File: src/rtl/msp430_decode_sequencer_if.sv
// Fetch-side word stream and execute-side decoded record for the MSP430 decode sequencer.
// valid/ready: a transfer happens on a rising edge where both are high; the sender holds its payload stable while valid && !ready.
interface msp430_decode_sequencer_if #(
  parameter int ADDR_W = 16
);
  logic [15:0]       word_in;
  logic              word_valid;
  logic              word_ready;
  logic              dec_valid;
  logic              dec_ready;
  logic [15:0]       fs;
  logic [3:0]        src_a;
  logic [3:0]        dst_a;
  logic [1:0]        as;
  logic              ad;
  logic              bw;
  logic              one_op;
  logic              jump;
  logic [ADDR_W-1:0] branch_offset;
  logic [ADDR_W-1:0] src_ext;
  logic [ADDR_W-1:0] dst_ext;
  logic              src_ext_valid;
  logic              dst_ext_valid;
  logic              prefix_valid;
  logic              illegal;

  modport master (
    output word_in, word_valid, dec_ready,
    input  word_ready, dec_valid, fs, src_a, dst_a, as, ad, bw, one_op, jump,
    input  branch_offset, src_ext, dst_ext, src_ext_valid, dst_ext_valid, prefix_valid, illegal
  );

  modport slave (
    input  word_in, word_valid, dec_ready,
    output word_ready, dec_valid, fs, src_a, dst_a, as, ad, bw, one_op, jump,
    output branch_offset, src_ext, dst_ext, src_ext_valid, dst_ext_valid, prefix_valid, illegal
  );
endinterface

File: src/rtl/msp430_decode_sequencer.sv
// Collects opcode, optional MSP430X prefix and extension words from fetch, then presents
// one registered decoded record to execute. Unsupported encodings become MOV R3,R3 with illegal set.
module msp430_decode_sequencer #(
  parameter int ADDR_W     = 16,
  parameter bit EXT_ENABLE = 1'b0
) (
  input  logic                     clk,
  input  logic                     rst,
  msp430_decode_sequencer_if.slave bus,
  output logic [2:0]               state_o
);
  typedef enum logic [2:0] {OPC, PFX_OPC, SRC_EXT, DST_EXT, OUT} state_e;

  typedef struct packed {
    logic [15:0]       fs;
    logic [3:0]        src_a;
    logic [3:0]        dst_a;
    logic [1:0]        as;
    logic              ad;
    logic              bw;
    logic              one_op;
    logic              jump;
    logic [ADDR_W-1:0] branch_offset;
    logic [ADDR_W-1:0] src_ext;
    logic [ADDR_W-1:0] dst_ext;
    logic              src_ext_valid;
    logic              dst_ext_valid;
    logic              prefix_valid;
    logic              illegal;
  } rec_t;

  state_e      state_q, state_d;
  rec_t        rec_q, rec_d, op_rec;
  logic [3:0]  snib_q, snib_d, dnib_q, dnib_d;
  logic        dst_pend_q, dst_pend_d;
  logic        op_is_pfx, op_src, op_dst, op_legal;
  logic        word_ready, accept, consume, in_pfx, use_nib;
  logic [15:0] w;

  function automatic logic src_rule(input logic [1:0] mode, input logic [3:0] reg_a);
    return (mode == 2'd1 && reg_a != 4'd3) || (mode == 2'd3 && reg_a == 4'd0);
  endfunction

  function automatic logic [ADDR_W-1:0] ext_val(input logic [3:0] nib, input logic [15:0] x,
                                                input logic wide);
    logic [19:0] v;
    v = wide ? {nib, x} : {4'h0, x};
    return ADDR_W'(v);
  endfunction

  assign w       = bus.word_in;
  assign in_pfx  = (state_q == PFX_OPC);
  // Prefix nibbles only widen operands when the address path is 20 bits.
  assign use_nib = rec_q.prefix_valid && (ADDR_W == 20);

  always_comb begin
    op_rec    = '0;
    op_is_pfx = 1'b0;
    op_src    = 1'b0;
    op_dst    = 1'b0;
    op_legal  = 1'b0;
    case (w[15:12])
      4'h0: op_legal = 1'b0;
      4'h1: begin
        if (w[11]) begin
          op_is_pfx = EXT_ENABLE;
        end else if (!w[10] && w == 16'h1300) begin
          op_legal     = 1'b1;
          op_rec.fs    = 16'h1300;
          op_rec.src_a = 4'd1;
          op_rec.as    = 2'd3;
          op_rec.one_op = 1'b1;
        end else if (!w[10] && w[9:7] != 3'd7) begin
          op_legal      = 1'b1;
          op_rec.fs     = {w[15:6], 6'b0};
          op_rec.src_a  = w[3:0];
          op_rec.dst_a  = w[3:0];
          op_rec.as     = w[5:4];
          op_rec.bw     = w[6];
          op_rec.one_op = 1'b1;
          op_src        = src_rule(w[5:4], w[3:0]);
        end
      end
      4'h2, 4'h3: begin
        if (!in_pfx) begin
          op_legal             = 1'b1;
          op_rec.fs            = {w[15:10], 10'b0};
          op_rec.jump          = 1'b1;
          op_rec.branch_offset = ADDR_W'({{9{w[9]}}, w[9:0], 1'b0});
        end
      end
      default: begin
        op_legal     = 1'b1;
        op_rec.fs    = {w[15:12], 5'b0, w[6], 6'b0};
        op_rec.src_a = w[11:8];
        op_rec.dst_a = w[3:0];
        {op_rec.ad, op_rec.bw, op_rec.as} = w[7:4];
        op_src       = src_rule(w[5:4], w[11:8]);
        op_dst       = w[7];
      end
    endcase
    if (op_legal) begin
      op_rec.prefix_valid = in_pfx;
    end else begin
      op_rec         = '0;
      op_rec.fs      = 16'h4000;
      op_rec.src_a   = 4'd3;
      op_rec.dst_a   = 4'd3;
      op_rec.illegal = 1'b1;
      op_src         = 1'b0;
      op_dst         = 1'b0;
    end
  end

  always_comb begin
    state_d    = state_q;
    rec_d      = rec_q;
    snib_d     = snib_q;
    dnib_d     = dnib_q;
    dst_pend_d = dst_pend_q;
    word_ready = (state_q != OUT) || bus.dec_ready;
    accept     = bus.word_valid && word_ready;
    consume    = (state_q == OUT) && bus.dec_ready;
    if (consume) begin
      state_d = OPC;
      snib_d  = 4'h0;
      dnib_d  = 4'h0;
    end
    case (state_q)
      OPC, PFX_OPC, OUT: begin
        if (accept) begin
          if (op_is_pfx) begin
            state_d = PFX_OPC;
            snib_d  = w[10:7];
            dnib_d  = w[3:0];
          end else begin
            rec_d      = op_rec;
            dst_pend_d = op_dst;
            state_d    = op_src ? SRC_EXT : (op_dst ? DST_EXT : OUT);
          end
        end
      end
      SRC_EXT: begin
        if (accept) begin
          rec_d.src_ext       = ext_val(snib_q, w, use_nib);
          rec_d.src_ext_valid = 1'b1;
          state_d             = dst_pend_q ? DST_EXT : OUT;
        end
      end
      DST_EXT: begin
        if (accept) begin
          rec_d.dst_ext       = ext_val(dnib_q, w, use_nib);
          rec_d.dst_ext_valid = 1'b1;
          state_d             = OUT;
        end
      end
      default: state_d = OPC;
    endcase
  end

  always_ff @(posedge clk) begin
    if (rst) begin
      state_q    <= OPC;
      rec_q      <= '0;
      snib_q     <= 4'h0;
      dnib_q     <= 4'h0;
      dst_pend_q <= 1'b0;
    end else begin
      state_q    <= state_d;
      rec_q      <= rec_d;
      snib_q     <= snib_d;
      dnib_q     <= dnib_d;
      dst_pend_q <= dst_pend_d;
    end
  end

  assign state_o           = state_q;
  assign bus.word_ready    = word_ready;
  assign bus.dec_valid     = (state_q == OUT);
  assign bus.fs            = rec_q.fs;
  assign bus.src_a         = rec_q.src_a;
  assign bus.dst_a         = rec_q.dst_a;
  assign bus.as            = rec_q.as;
  assign bus.ad            = rec_q.ad;
  assign bus.bw            = rec_q.bw;
  assign bus.one_op        = rec_q.one_op;
  assign bus.jump          = rec_q.jump;
  assign bus.branch_offset = rec_q.branch_offset;
  assign bus.src_ext       = rec_q.src_ext;
  assign bus.dst_ext       = rec_q.dst_ext;
  assign bus.src_ext_valid = rec_q.src_ext_valid;
  assign bus.dst_ext_valid = rec_q.dst_ext_valid;
  assign bus.prefix_valid  = rec_q.prefix_valid;
  assign bus.illegal       = rec_q.illegal;
endmodule

File: src/flat_wrapper.sv
// flat-port wrapper written by rule: the top's interface ports become plain ports
module msp430_decode_sequencer_flat 
#(
  parameter int ADDR_W     = 16,
  parameter bit EXT_ENABLE = 1'b0
)
  (clk, rst, state_o, bus_word_in, bus_word_valid, bus_dec_ready, bus_word_ready, bus_dec_valid, bus_fs, bus_src_a, bus_dst_a, bus_as, bus_ad, bus_bw, bus_one_op, bus_jump, bus_branch_offset, bus_src_ext, bus_dst_ext, bus_src_ext_valid, bus_dst_ext_valid, bus_prefix_valid, bus_illegal);
  msp430_decode_sequencer_if #(.ADDR_W(ADDR_W)) bus_i ();
  input  logic clk;
  input  logic rst;
  output logic [2:0] state_o;
  input wire logic [$bits(bus_i.word_in)-1:0] bus_word_in;
  input wire logic [$bits(bus_i.word_valid)-1:0] bus_word_valid;
  input wire logic [$bits(bus_i.dec_ready)-1:0] bus_dec_ready;
  output wire logic [$bits(bus_i.word_ready)-1:0] bus_word_ready;
  output wire logic [$bits(bus_i.dec_valid)-1:0] bus_dec_valid;
  output wire logic [$bits(bus_i.fs)-1:0] bus_fs;
  output wire logic [$bits(bus_i.src_a)-1:0] bus_src_a;
  output wire logic [$bits(bus_i.dst_a)-1:0] bus_dst_a;
  output wire logic [$bits(bus_i.as)-1:0] bus_as;
  output wire logic [$bits(bus_i.ad)-1:0] bus_ad;
  output wire logic [$bits(bus_i.bw)-1:0] bus_bw;
  output wire logic [$bits(bus_i.one_op)-1:0] bus_one_op;
  output wire logic [$bits(bus_i.jump)-1:0] bus_jump;
  output wire logic [$bits(bus_i.branch_offset)-1:0] bus_branch_offset;
  output wire logic [$bits(bus_i.src_ext)-1:0] bus_src_ext;
  output wire logic [$bits(bus_i.dst_ext)-1:0] bus_dst_ext;
  output wire logic [$bits(bus_i.src_ext_valid)-1:0] bus_src_ext_valid;
  output wire logic [$bits(bus_i.dst_ext_valid)-1:0] bus_dst_ext_valid;
  output wire logic [$bits(bus_i.prefix_valid)-1:0] bus_prefix_valid;
  output wire logic [$bits(bus_i.illegal)-1:0] bus_illegal;
  assign bus_i.word_in = bus_word_in;
  assign bus_i.word_valid = bus_word_valid;
  assign bus_i.dec_ready = bus_dec_ready;
  assign bus_word_ready = bus_i.word_ready;
  assign bus_dec_valid = bus_i.dec_valid;
  assign bus_fs = bus_i.fs;
  assign bus_src_a = bus_i.src_a;
  assign bus_dst_a = bus_i.dst_a;
  assign bus_as = bus_i.as;
  assign bus_ad = bus_i.ad;
  assign bus_bw = bus_i.bw;
  assign bus_one_op = bus_i.one_op;
  assign bus_jump = bus_i.jump;
  assign bus_branch_offset = bus_i.branch_offset;
  assign bus_src_ext = bus_i.src_ext;
  assign bus_dst_ext = bus_i.dst_ext;
  assign bus_src_ext_valid = bus_i.src_ext_valid;
  assign bus_dst_ext_valid = bus_i.dst_ext_valid;
  assign bus_prefix_valid = bus_i.prefix_valid;
  assign bus_illegal = bus_i.illegal;
  msp430_decode_sequencer #(.ADDR_W(ADDR_W), .EXT_ENABLE(EXT_ENABLE)) u_core (.clk(clk), .rst(rst), .bus(bus_i), .state_o(state_o));
endmodule
File: config.mk
export PLATFORM = sky130hd
export DESIGN_NAME = msp430_decode_sequencer_flat
export DESIGN_NICKNAME = d
export VERILOG_FILES = /design/src/rtl/msp430_decode_sequencer_if.sv /design/src/rtl/msp430_decode_sequencer.sv /design/src/flat_wrapper.sv
export SDC_FILE = /design/constraint.sdc
export NUM_CORES = 1
export LEC_CHECK = 0
export ABC_CLOCK_PERIOD_IN_PS = 2400
export BUFFER_PORTS_ARGS = -buffer_cell sky130_fd_sc_hd__buf_4
export CAP_MARGIN = 40
export CORE_ASPECT_RATIO = 1.5
export CORE_MARGIN = 4
export CORE_UTILIZATION = 53
export CTS_CLUSTER_SIZE = 8
export DETAILED_ROUTE_END_ITERATION = 7
export GPL_ROUTABILITY_DRIVEN = 1
export MAX_ROUTING_LAYER = met4
export PLACE_DENSITY = 0.92
export SLEW_MARGIN = 40
export SYNTH_ARGS = -nofsm -noshare
export SYNTH_HDL_FRONTEND = slang
export SYNTH_SLANG_ARGS = --single-unit
export TNS_END_PERCENT = 5
File: constraint.sdc
create_clock -name clk -period 2.4 [get_ports clk]
set_input_delay 0.12 -clock clk [delete_from_list [all_inputs] [get_ports clk]]
set_output_delay 0.12 -clock clk [all_outputs]
set_load 0.01 [all_outputs]
* Word level (Yosys, flattened, before mapping)
Index checks and enable logic that the tools add are counted.
Operators by class: equality and inequality tests 17, multiplexer cells 46, reduce and logical (&&, ||, !) cells 25
Operators by type and width (count):
- two-way mux 80 bit | 1
- case mux 16 bit (2 select lines) | 2
- two-way mux 26 bit | 2
- case mux 16 bit (3 select lines) | 1
- two-way mux 36 bit | 1
- two-way mux 17 bit | 2
- two-way mux 16 bit | 2
- two-way mux 3 bit | 7
- two-way mux 20 bit | 1
- case mux 10 bit (2 select lines) | 1
- == test 16 x 13 -> 1 bit (second input constant) | 1
- two-way mux 1 bit | 16
- logical NOT 4 bit | 3
- case mux 3 bit (3 select lines) | 1
- == test 4 x 2 -> 1 bit (second input constant) | 2
- logical AND 1 bit | 8
- inequality test 4 x 2 -> 1 bit (second input constant) | 2
- case mux 1 bit (2 select lines) | 4
- == test 3 x 2 -> 1 bit (second input constant) | 2
- two-way mux 2 bit | 3
- inequality test 2 x 1 -> 1 bit (second input constant) | 3
- inequality test 3 bit (second input constant) | 2
- AND reduction 3 bit | 2
- OR reduction 3 bit | 2
- 14 further kinds | 17
Word-level totals: register bits 86, bits of input ports 20, logic and storage cells 105

* Depth between registers and ports, before layout
Gate-level depths: netlist (run 1).
depth after elaboration 11, depth in mapped cells 7

* Least setup slack after synthesis (run 1)
OpenSTA, ideal clock, no wires.
kind flip-flop to flip-flop, from reg u_core.state_q[1] (netlist: u_core.state_o[1]), to reg u_core.rec_q (netlist bit u_core.bus.dst_ext[0]), setup time 0.065 ns, arrival time 1.673 ns, data required time 2.335 ns, path slack 0.662 ns, stages on the path, launching flop included 8, period minus slack after synthesis 1.738 ns, cell sequence dfxtp_1 -> clkbuf_1 -> nor2b_1 -> and3_1 -> clkbuf_1 -> buf_2 -> a22oi_1 -> nor2_1
Between the ends: longest elaborated chain between the ends 5, elaborated cells on any way between the ends 13
Ends and longest elaborated chain:
- from (decl) | RTL line msp430_decode_sequencer.sv:32 | state_e state_q, state_d;
- from (signal assigned) | RTL line msp430_decode_sequencer.sv:169 | state_q <= state_d;
- inequality test 3 bit | RTL line msp430_decode_sequencer.sv:121 | word_ready = (state_q != OUT) || bus.dec_ready;
- logical OR 1 bit | RTL line msp430_decode_sequencer.sv:121
- logical AND 1 bit | RTL line msp430_decode_sequencer.sv:122 | accept = bus.word_valid && word_ready;
- inequality test 2 x 1 -> 1 bit (no line)
- AND reduction 3 bit (no line)
- to (signal assigned) | RTL line msp430_decode_sequencer.sv:170 | rec_q <= rec_d;
- to (decl) | RTL line msp430_decode_sequencer.sv:33 | rec_t rec_q, rec_d, op_rec;
Several ways; a longest one is shown, not always the timed one. A chain may end at the register's enable or synchronous reset.

* Worst setup path in the final report (run 1)
from reg u_core.state_q[0] (netlist: u_core.state_o[0]), to reg u_core.rec_q (netlist bit u_core.bus.src_ext[12])
Same word-level chain as after synthesis.

==> flow_summary.yaml, run 1 <==
critical_path:
  worstPathArrival_ns: 2.25
  rrSetupSlack_ns: 0.43
  critical_path_class: "register to register"
  worstSetupStartpointType: "register"
  required_ns: 2.68
  cp_max_fo: 25
  cp-end-kind: "register"
synth:
  async_reset_ff_share_pct: 0
  ys_ff_latch: 72
  synth_edf_count: 0
  ys_types: 49
  synth_top_cell_by_area: "dfxtp_1"
  yosysSeqAreaShare_pct: 48.4
  avgSynthCellArea_um2: 8.52
  syn_inst: 350
  synth_ff_type: "dfxtp_1"
  synth_top_cell_area_share_pct: 48.4
  yosys_warnings: 0
  syn_area_um2: 2980
  ys_top_cells_by_area: "dfxtp_1, a22oi_1, a21oi_1"
global_route:
  antenna_found_initial: 0
  overflow: 0
  grt_max_degree: 66
  gr-usage-all-layers_pct: 25.8
  grt_pass1_wl_um: 13700
  first_global_vias: 2630
cells_and_area:
  area_growth_pct: 29.2
  layout-drive-gt1-share_pct: 30.6
  num_antenna_cells: 0
  fin_nets: 449
power:
  p_comb_share_pct: 13.7
  power_density_nw_per_um2: 643
  clockPowerShare_pct: 35.4
  power_frac_seq_pct: 50.9
  switching_share_pct: 27.8
  p_sw_mw: 0.687
  peakVddDrop_mv: 0.464
  internal-power_mw: 1.79
  power_leakage_nw: 1.62
timing:
  drv_slew: 0
  finClkSkew_ns: 0.00849
  max_freq_mhz: 507
  rsz0062_at_grt: "no"
  max_slew_margin_pct: 52.6
  hold_slack_ns: 0.0546
  hold_violations: 0
  fin_crit_ns: 1.97
  max_slew.worst_pin.slew_ns: 0.711
  final.setup.tns_ns: 0
  period_share_pct: 82.3
  setup_viol: 0
routing:
  route.detailed.drc: 0
  wire_per_inst_um: 17.4
  drt_pass1_iterations: 5
  drt_iter0_drc: 274
  viasPerCell: 5.79
  drtAntennaViolNets: 0
  num_vias: 2918
  wl_um: 8770
floorplan:
  fp.dieH_um: 99.8
  die_x_um: 69.2
  coreArea_um2: 5450
  num_rows: 33
  start_util_pct: 54.7
  pin_count: 107
  die_area_um2: 6910
run_status:
  outcome: "completed"
clock_network:
  cts_resized: 0
  cts_tree: "yes"
  cts_hold_buf: 0
  clock_sinks: 72
  cts_buffer_depth: 2
  cts_root_buf: "clkbuf_8"
  htree_levels: 3
  clkTransAtPathRegs_ns: 0.07
  postCtsSetupBuffers: 0
  numCtsBuffers: 9
  clk_latency_ns: 0.36
run:
  drv_cap: 0
place:
  hpwl_um: 6180
  numPortBuffers: 99
  routabilityCongestion: 0.908
worst_hold_path:
  holdCritPathClass: "primary input to register"
sequential cells by signal, indices dropped and copies added (netlist names), 2 cells and up:
| register | count |
|---|---|
| u_core.bus.as | 2 |
| u_core.bus.branch_offset | 10 |
| u_core.bus.dst_a | 4 |
| u_core.bus.dst_ext | 16 |
| u_core.bus.fs | 10 |
| u_core.bus.src_a | 4 |
| u_core.bus.src_ext | 16 |
| u_core.state_o | 3 |
layout by cell type, fill, tap and decap left out, types with 4 or more instances in the layout:
master / count
a21oi_1: 34
nand2_1: 31
conb_1: 7
nand2b_1: 4
clkbuf_8: 11
nand3_1: 20
buf_4: 105
nor2_1: 45
dfxtp_1: 72
o21ai_0: 6
inv_1: 5
nor3_1: 4
a22oi_1: 35
stage by stage:
| stage | cell area (um2) | power (mW) | utilization (%) | std cells | setup slack (ns) |
|---|---|---|---|---|---|
| final | 3850 | 2.48 | 70.6 | 504 | 0.426 |
| after global routing | 3850 | 2.56 | 70.6 | 504 | 0.284 |
| after CTS | 3850 | 2.48 | 70.6 | 504 | 0.454 |
| after detailed placement | 3670 | 1.62 | 67.3 | 488 | 0.474 |
| after global placement | 3660 | 1.61 | 67.2 | 488 | 0.546 |
| after floorplan | 3000 | 1.48 | - | 356 | 0.662 |
synth_stat cells, types with 2 or more instances:
master,instances
dfxtp_1,72
nor2_1,45
a22oi_1,35
a21oi_1,34
nand2_1,31
clkbuf_1,26
nand3_1,20
buf_4,13
o21ai_0,6
inv_1,5
buf_2,4
nand2b_1,4
nor3_1,4
a22o_1,3
and3_1,3
nor2b_1,3
o21ai_1,3
a221oi_1,2
mux2i_1,2
nor3_2,2
nor4_1,2
o211ai_1,2
o22ai_1,2
or2_2,2
critical path, stage by stage, from the launching register on:
cell      delay (ns)
dfxtp_1         0.59
nand2b_1        0.25
a211o_1         0.40
buf_4           0.35
nand3_1         0.12
a21oi_1         0.18
final timing paths:
check / startpoint / endpoint / cells after the start
setup / recovery: u_core.state_o[0] / u_core.bus.src_ext[12] / 5
hold / removal: bus_word_in[15] / u_core.bus.src_ext[15] / 3
setup reg to reg: u_core.state_o[0] / u_core.bus.src_ext[12] / 5
hold reg to reg: u_core.bus.as[0] / u_core.bus.as[0] / 2
cell type report:
class | instances | area [um2]
clock buffer | 11 | 151
clock inverter | 5 | 31.3
fill | 450 | 1600
inverter | 5 | 18.8
multi-input combinational | 236 | 1330
sequential | 72 | 1440
tap | 70 | 87.6
timing repair buffer | 105 | 788
power groups by stage:
stage	logic, mW	clock network [mW]	registers (mW)
global route	0.368	0.931	1.26
floorplan	0.192	0	1.29
global placement	0.330	0	1.28
detailed placement	0.336	0	1.29
finish	0.340	0.875	1.26
CTS	0.338	0.880	1.26
logic make-up after synthesis:
family | Yosys count | synth area share [%]
multiplexers | 2 | 0.672
AO/OA/AOI/OAI | 102 | 23.1
other | 1 | 0.126
AND/OR/NAND/NOR | 125 | 19.9
buffers and inverters | 48 | 7.85
flip-flops | 72 | 48.4
routing by layer:
metal	vias up	part of all wire (%)	track usage, %
li1	1373	-	-
met1	1382	38	29.3
met2	141	52	42.6
met3	22	7.5	6.91
met4	0	2.3	11.6
met5	-	0	-
No activity file was read; power rests on OpenSTA's default activity.
==> inputs of run 2 (changes only) <==
--- a/config.mk
+++ b/config.mk
@@ -5,17 +5,17 @@
 export SDC_FILE = /design/constraint.sdc
 export NUM_CORES = 1
 export LEC_CHECK = 0
-export ABC_CLOCK_PERIOD_IN_PS = 2400
+export ABC_CLOCK_PERIOD_IN_PS = 1600
 export BUFFER_PORTS_ARGS = -buffer_cell sky130_fd_sc_hd__buf_4
 export CAP_MARGIN = 40
 export CORE_ASPECT_RATIO = 1.5
 export CORE_MARGIN = 4
-export CORE_UTILIZATION = 53
+export CORE_UTILIZATION = 44
 export CTS_CLUSTER_SIZE = 8
 export DETAILED_ROUTE_END_ITERATION = 7
 export GPL_ROUTABILITY_DRIVEN = 1
 export MAX_ROUTING_LAYER = met4
-export PLACE_DENSITY = 0.92
+export PLACE_DENSITY = 0.83
 export SLEW_MARGIN = 40
 export SYNTH_ARGS = -nofsm -noshare
 export SYNTH_HDL_FRONTEND = slang
==> constraint.sdc (replaced) <==
create_clock -name clk -period 1.6 [get_ports clk]
set_input_delay 0.08 -clock clk [delete_from_list [all_inputs] [get_ports clk]]
set_output_delay 0.08 -clock clk [all_outputs]
set_load 0.01 [all_outputs]
==> run 2 against run 1 <==
The flow now finishes with violations (negative setup slack). Sequential share of layout area decreased by 1.4 points. Register-to-register slack worse by 0.44 ns. Setup slack worse by 0.44 ns. First-iteration DRC count down 14%. Cell count is 4.6% higher. Sequential power rose by 49%. Critical path type unchanged. Critical endpoint is now u_core.bus.fs[12]. Highest routed layer unchanged.
==> flow_summary.yaml, run 2 (synthesis results as in run 1) <==
clock_network:
  cts_buffer_depth: 2
  cts_hold_buf: 0
  htree_levels: 3
  postCtsSetupBuffers: 0
  clkTransAtPathRegs_ns: 0.07
  numCtsBuffers: 9
  cts_tree: "yes"
  cts_root_buf: "clkbuf_8"
  clk_latency_ns: 0.34
  cts_resized: 0
  clock_sinks: 72
routing:
  wire_per_inst_um: 17.5
  drt_iter0_drc: 237
  route.detailed.drc: 0
  num_vias: 2977
  drtAntennaViolNets: 0
  viasPerCell: 5.65
  wl_um: 9220
  drt_pass1_iterations: 5
floorplan:
  coreArea_um2: 6530
  num_rows: 36
  die_area_um2: 8180
  start_util_pct: 45.6
  die_x_um: 75.2
  pin_count: 107
  fp.dieH_um: 109
global_route:
  first_global_vias: 2781
  overflow: 0
  grt_max_degree: 35
  gr-usage-all-layers_pct: 23.7
  grt_pass1_wl_um: 14100
  antenna_found_initial: 0
power:
  internal-power_mw: 2.67
  power_density_nw_per_um2: 911
  clockPowerShare_pct: 32.6
  power_frac_seq_pct: 51.5
  power_leakage_nw: 1.70
  p_sw_mw: 0.975
  peakVddDrop_mv: 0.558
  switching_share_pct: 26.8
  p_comb_share_pct: 15.8
critical_path:
  crit_buf_inv: 1
  cp-end-kind: "register"
  cpLargestDelayFamily: "compound AO/OA/AOI/OAI gates"
  crit_slowest_cell: "a211oi_2"
  critical_path_class: "register to register"
  required_ns: 1.88
  worstPathArrival_ns: 1.89
  slowest_delay_ns: 0.39
  path_cells: "nand2b_1 -> a211oi_2 -> buf_4 -> o21a_1 -> a22oi_1 -> nor2_1"
  cp_max_fo: 7
  worstSetupStartpointType: "register"
run_status:
  outcome: "finished with violations"
  violations: "negative setup slack"
place:
  placed_area_um2: 3840
  routabilityCongestion: 0.963
  numPortBuffers: 99
  hpwl_um: 6740
  dp_slack_ns: -0.0521
worst_hold_path:
  holdCritPathClass: "primary input to register"
cells_and_area:
  multi_input_area_um2: 1340
  num_antenna_cells: 0
  fillCellCount: 564
  fin_area_um2: 4000
  seqCellArea_um2: 1440
  final_common_cell: "buf_4"
  area_growth_pct: 34.1
  fin_nets: 468
  finish.utilization_pct: 61.2
  final_cell_mix: "buf_4, dfxtp_1, nor2_1"
  layout-drive-gt1-share_pct: 33.0
timing:
  rsz0062_at_grt: "yes"
  fin_ws_ns: -0.0137
  period_share_pct: 101
  fin_crit_ns: 1.61
  drv_slew: 0
  hold_slack_ns: 0.0354
  max_freq_mhz: 620
  finClkSkew_ns: 0.00449
  setup_viol: 2
  hold_violations: 0
run:
  drv_cap: 0
-- run 2: worst register-to-register path, stage by stage, from the launching register on --
cell	delay [ns]
dfxtp_1	0.31
nand2b_1	0.18
a211oi_2	0.39
buf_4	0.22
o21a_1	0.25
a22oi_1	0.10
nor2_1	0.09
-- run 2: layer usage --
| metal | GRT usage (%) | up-vias | share of wire (%) |
|---|---|---|---|
| li1 | - | 1409 | - |
| met1 | 27.5 | 1426 | 38 |
| met2 | 37.2 | 122 | 52 |
| met3 | 3.41 | 20 | 6.7 |
| met4 | 16.0 | 0 | 3.0 |
| met5 | - | - | 0 |
-- run 2: area by class of cell --
cell class              instances  area share [%]
clock buffers                  13            3.73
multi-input cells             236            33.6
flip-flops and latches         72            36.1
clock inverters                 1           0.125
inverters                       5           0.470
repair buffers                124            23.6
well taps                      76            2.38
-- run 2: power groups by stage --
stage          sequential, mW  clock (mW)  combinational, mW
3_3_place_gp             1.92           0              0.562
2_1_floorplan            1.94           0              0.293
5_1_grt                  1.88        1.28              0.621
4_1_cts                  1.88        1.22              0.572
3_5_place_dp             1.92           0              0.571
6_report                 1.88        1.19              0.577
-- run 2: stage by stage --
stage	power (mW)	TNS (ns)	std cells
global placement	2.48	-0.100	513
CTS	3.67	-0.00475	527
detailed placement	2.49	-0.186	513
floorplan	2.23	-0.119	356
global route	3.79	-0.446	527
finish	3.64	-0.0211	527
-- run 2: worst paths after layout --
path,to,slack (ns),startpoint,cells past startpoint
worst max-delay path,u_core.bus.fs[12],-0.01,u_core.state_o[0],6
worst max register to register,u_core.bus.fs[12],-0.01,u_core.state_o[0],6
worst min register to register,u_core.bus.prefix_valid,0.46,u_core.bus.prefix_valid,2
worst min-delay path,u_core.bus.src_ext[6],0.04,bus_word_in[6],3
